==> src/rtl/matrix_add_sequencer.sv <==
// Command sequencer around a combinational 5x5 int8 matrix adder.
// Define MATRIX_SEQ_ACC_EN to make EXEC also write the sum back into A.
module matrix_add_sequencer #(
    parameter int DIM    = 5,
    parameter int ELEM_W = 8,
    parameter int ROW_W  = DIM * ELEM_W,
    parameter int MAT_W  = DIM * ROW_W
) (
    input  logic             clk,
    input  logic             rst,
    input  logic             cmd_valid,
    output logic             cmd_ready,
    input  logic [1:0]       cmd_op,
    input  logic             in_valid,
    output logic             in_ready,
    input  logic [ROW_W-1:0] in_data,
    output logic             out_valid,
    input  logic             out_ready,
    output logic [ROW_W-1:0] out_data,
    output logic [MAT_W-1:0] add_a,
    output logic [MAT_W-1:0] add_b,
    input  logic [MAT_W-1:0] add_result,
    input  logic             add_overflow,
    output logic             busy,
    output logic             done,
    output logic             ovf
);

    typedef enum logic [2:0] {
        S_IDLE,
        S_LOAD,
        S_EXEC,
        S_READ,
        S_DONE
    } state_t;

    localparam logic [2:0] LAST = 3'(DIM - 1);

    state_t           state;
    logic [2:0]       cnt;
    logic             tgt_b;
    logic [MAT_W-1:0] a_q;
    logic [MAT_W-1:0] b_q;
    logic [MAT_W-1:0] c_q;

    assign add_a    = a_q;
    assign add_b    = b_q;
    assign out_data = c_q[32'(cnt)*ROW_W +: ROW_W];

    always_ff @(posedge clk) begin
        if (rst) begin
            state     <= S_IDLE;
            cnt       <= '0;
            tgt_b     <= 1'b0;
            a_q       <= '0;
            b_q       <= '0;
            c_q       <= '0;
            ovf       <= 1'b0;
            cmd_ready <= 1'b1;
            busy      <= 1'b0;
            in_ready  <= 1'b0;
            out_valid <= 1'b0;
            done      <= 1'b0;
        end else begin
            unique case (state)
                S_IDLE: begin
                    if (cmd_valid) begin
                        cnt       <= '0;
                        cmd_ready <= 1'b0;
                        busy      <= 1'b1;
                        unique case (cmd_op)
                            2'b00, 2'b01: begin
                                tgt_b    <= cmd_op[0];
                                in_ready <= 1'b1;
                                state    <= S_LOAD;
                            end
                            2'b10: state <= S_EXEC;
                            default: begin
                                out_valid <= 1'b1;
                                state     <= S_READ;
                            end
                        endcase
                    end
                end
                S_LOAD: begin
                    if (in_valid && in_ready) begin
                        if (tgt_b)
                            b_q[32'(cnt)*ROW_W +: ROW_W] <= in_data;
                        else
                            a_q[32'(cnt)*ROW_W +: ROW_W] <= in_data;
                        if (cnt == LAST) begin
                            in_ready <= 1'b0;
                            done     <= 1'b1;
                            state    <= S_DONE;
                        end else begin
                            cnt <= cnt + 3'd1;
                        end
                    end
                end
                S_EXEC: begin
                    c_q <= add_result;
                    ovf <= add_overflow;
`ifdef MATRIX_SEQ_ACC_EN
                    a_q <= add_result;
`else
                    a_q <= a_q;
`endif
                    done  <= 1'b1;
                    state <= S_DONE;
                end
                S_READ: begin
                    // cnt only moves on a handshake, so out_data holds under stall
                    if (out_valid && out_ready) begin
                        if (cnt == LAST) begin
                            out_valid <= 1'b0;
                            done      <= 1'b1;
                            state     <= S_DONE;
                        end else begin
                            cnt <= cnt + 3'd1;
                        end
                    end
                end
                S_DONE: begin
                    done      <= 1'b0;
                    cmd_ready <= 1'b1;
                    busy      <= 1'b0;
                    state     <= S_IDLE;
                end
                default: state <= S_IDLE;
            endcase
        end
    end

endmodule

==> config.mk <==
export PLATFORM = sky130hd
export DESIGN_NAME = matrix_add_sequencer
export DESIGN_NICKNAME = d
export VERILOG_FILES = /design/src/rtl/matrix_add_sequencer.sv
export SDC_FILE = /design/constraint.sdc
export NUM_CORES = 1
export LEC_CHECK = 0
export CAP_MARGIN = 20
export CELL_PAD_IN_SITES_DETAIL_PLACEMENT = 2
export CELL_PAD_IN_SITES_GLOBAL_PLACEMENT = 2
export CORE_MARGIN = 2
export CORE_UTILIZATION = 29
export CTS_BUF_LIST = sky130_fd_sc_hd__clkbuf_8
export CTS_CLUSTER_SIZE = 24
export DETAILED_ROUTE_END_ITERATION = 7
export PLACE_DENSITY_LB_ADDON = 0.3
export SLEW_MARGIN = 10
export SYNTH_ARGS = -nofsm -noshare
export SYNTH_HDL_FRONTEND = slang
export SYNTH_SLANG_ARGS = --single-unit
==> constraint.sdc <==
create_clock -name clk -period 4.5 [get_ports clk]
set_input_delay 0.9 -clock clk [delete_from_list [all_inputs] [get_ports clk]]
set_output_delay 0.9 -clock clk [all_outputs]
set_load 0.02 [all_outputs]
==> key figures <==
Status
  • Outcome: complete, no violations

Timing
  • F_max: 232.5 MHz
  • RSZ-0062 raised after global routing: yes
  • Max Slew Vio Count: 0
  • Final setup vio count: 0
  • Min Tclk post-route: roughly 4300 ps
  • Setup TNS: 0 ps
  • Worst-Margin Slew: roughly 1200 ps
  • Final worst-path cycle share: 0.9558
  • Relative slew slack: 0.2300
  • PnR worst setup slack: roughly 200 ps
  • Final hold vios: 0
  • Fin Clk Skew: 43.85 ps

GRT
  • Vias in the first global route: approximately 29000
  • Antenna violations before repair: 20
  • Global router's overall resource usage: 0.2707
  • Gr ovfl total: 0
  • First-pass GRT wire length: roughly 190 mm
  • Largest net degree at the start of global routing: 152

Pwr
  • Max VDD drop: 203.4 uV
  • Clock share of power: 0.359
  • Pwr dens: slightly above 400 mW/mm^2
  • Total leakage power: 0.01308 uW
  • Switch share: 0.3513
  • Flop pwr share: 0.378
  • Sw power: roughly 5400 uW
  • Int Pwr: around 10000 uW
  • Comb power frac: 0.264

Critical path
  • Critical Path AT: approximately 3400 ps
  • Worst-path maximum fanout: 29
  • Kind of critical path: reg2out
  • CP required: ~3600 ps
  • Crit. End Element: output pin
  • CP Launch Type: flip-flop

Floorplan
  • Height of the chip: approximately 310 um
  • CORE AREA: 0.09180 mm^2
  • DIE WIDTH: between 300 and 400 um
  • I/O pin count: roughly 700
  • Standard-cell rows: 111
  • Initial Util: 0.2932
  • Die area: ~0.095 mm^2

Logic synthesis
  • Netlist cell types: between 80 and 90
  • Top cells by area, synth: dfxtp_1 46%, nand2_1 11%, mux2i_1 7.3%
  • Cells after synthesis: approximately 3200
  • Syn Area/Cell: 8.436 um^2
  • EDFF count, synth: 0
  • Share of synthesized registers carrying an async set or reset: 0
  • Synth area leader: dfxtp_1
  • Top cell type's share of synthesized area: 0.4559
  • Synthesized flop and latch total: 613
  • Syn_nets: between 3000 and 4000
  • Mapped cell area: roughly 0.027 mm^2
  • Ys Warns: 0
  • List of most frequent post-synthesis cells: 787 x nand2_1, 613 x dfxtp_1, 340 x a21oi_1, 232 x nor2_1, 197 x mux2i_1
  • Count leader, synth: nand2_1
  • Seq/Total Area, Yosys: 0.4559
  • Synth Flop Type: dfxtp_1

Routing
  • Number of remaining DRC errors: 0
  • DR WL/cell: around 26 um
  • Met3 wire length: ~9.7 mm
  • Routed wl met2: 66.01 mm
  • Vias per cell: around 5.2
  • Drt first pass iters: 5
  • Drt first-iter violations: about 1700
  • Via count: 27030
  • Detailed Route WL: about 130 mm
  • Max Used Layer: met5
  • Met1 Routed Length: roughly 51 mm
  • ANT nets after route: 0

Cells and area
  • Final Net Count: ~4100
  • Util after Layout: 0.4079
  • Cell Count, Final, Fillers Out: ~5200
  • Area Growth Syn to Fin: 39.10%
  • Share of cells above drive strength 1: 0.09665
  • Fill cells: ~10000

Placed design
  • Detail Placement HPWL: approximately 100 mm
  • I/O Buffers: between 600 and 700
  • Gpl congestion: ~0.95
  • Placed Cells: roughly 5000
  • Pre-CTS setup slack: 249.2 ps

Clocking
  • Clock slew at reported path FFs: 60 ps
  • Clock Sinks: 613
  • H-tree depth: 3
  • Root buf cell: clkbuf_8
  • Clock buffer depth: 3
  • CTS buffer count: roughly 110
  • Cts hold-fix bufs: 0
  • CTS tree: done
  • Clock Latency Late Sink: roughly 780 ps

Job
  • Maximum Capacitance Violations: 0

Worst hold path
  • Worst Hold Class: reg2reg
## final cells by class
type / count / area, um^2 / share of cell area
Antenna cell: 11 / 27.53 / 0.0007351
Clock buffer: 138 / 1899 / 0.05072
Clock inverter: 50 / 376.6 / 0.01006
Inverter: 25 / 98.84 / 0.002640
Multi-Input combinational cell: 2313 / 13590 / 0.3628
Sequential cell: 613 / 12280 / 0.3280
Tap cell: 1243 / 1555 / 0.04153
Timing Repair Buffer: 772 / 7621 / 0.2035
## power groups by stage
stage	Clock [uW]	Combinational [uW]	Sequential, uW
floorplan	0	2380	5880
detailed placement	0	3960	5930
global placement	0	3900	5920
global route	5920	4310	5840
CTS	5680	3980	5810
finish	5520	4060	5810
## what timing repair did
item                       CTS  global route
pin swaps                    1             2
gates cloned                 0             1
setup endpoints to repair   25           117
buffers inserted             0             1
gates resized for setup      2             7
## worst max-delay path: stages, from the launching register on
cell,delay [ps]
dfxtp_4,390
buf_6,410
buf_6,340
mux4_2,600
nand2_1,100
nand2_1,60
clkdlybuf4s50_1,630
## placed cells by master (no fill, tap or decap), drive strengths merged, types with 6 or more instances in the layout
master         netlist  routed
nand2              790     790
clkdlybuf4s50        0     692
dfxtp              613     613
a21oi              343     343
nor2               239     240
mux2i              198     198
nand3              150     150
clkbuf             153     138
o21ai              119     119
buf                 88      80
inv                 24      56
a211oi              53      53
a22o                50      50
nor3                43      43
mux4                42      42
o2bb2ai             32      32
o22ai               31      31
mux2                17      17
nand4               16      16
and2                13      13
nor2b               12      12
a22oi               12      12
diode                0      11
ha                  11      11
or2                 10      10
a31oi               10      10
nand2b               9       9
a21o                 9       9
clkinv               1       9
and3                 9       9
or3                  8       8
a221oi               8       8
nor4                 8       8
o21a                 6       6
bufinv               0       6
o31ai                6       6
## through the flow
step           cell area (um^2)  power (uW)  hold slack [ps]
2_1_floorplan             26920        8257            433.1
3_3_place_gp              35080        9818            439.8
3_5_place_dp              35080        9890            446.5
4_1_cts                   37360       15480            456.8
5_1_grt                   37430       16070            472.7
6_report                  37440       15400            454.3
## path summary, 6_finish.rpt
| kind | from | end | slack (ps) | cells after the start |
|---|---|---|---|---|
| min reg2reg | c_q[112] | c_q[112] | 450 | 2 |
| max | cnt[0] | out_data[20] | 200 | 6 |
| max reg2reg | cnt[1] | add_b[65] | 340 | 11 |
| min | c_q[112] | c_q[112] | 450 | 2 |
## flip-flops by register name, indices dropped and copies added, names as in the netlist
signal,flops
c_q,200
cmd_ready,1
in_ready,1
busy,1
out_valid,1
ovf,1
add_b,200
tgt_b,1
state,3
cnt,3
done,1
add_a,200
## metal layers
metal	GRT usage	up-vias
li1	-	12390
met5	0	-
met3	0.07721	289
met1	0.3024	13470
met4	0.1241	22
met2	0.4749	861
## cells by family (layout without fill, tap and decap cells)
logic type	Yosys count	after routing	share of synthesized area
simple gates	1327	1328	0.2129
compound gates	711	711	0.1647
flops	613	613	0.4559
buf+inv	266	985	0.04165
mux	257	257	0.1163
fa+ha+maj	11	11	0.005113
xor+xnor	6	6	0.003486
other cells	0	11	0
Note: power is estimated with default switching activity, not from simulation.
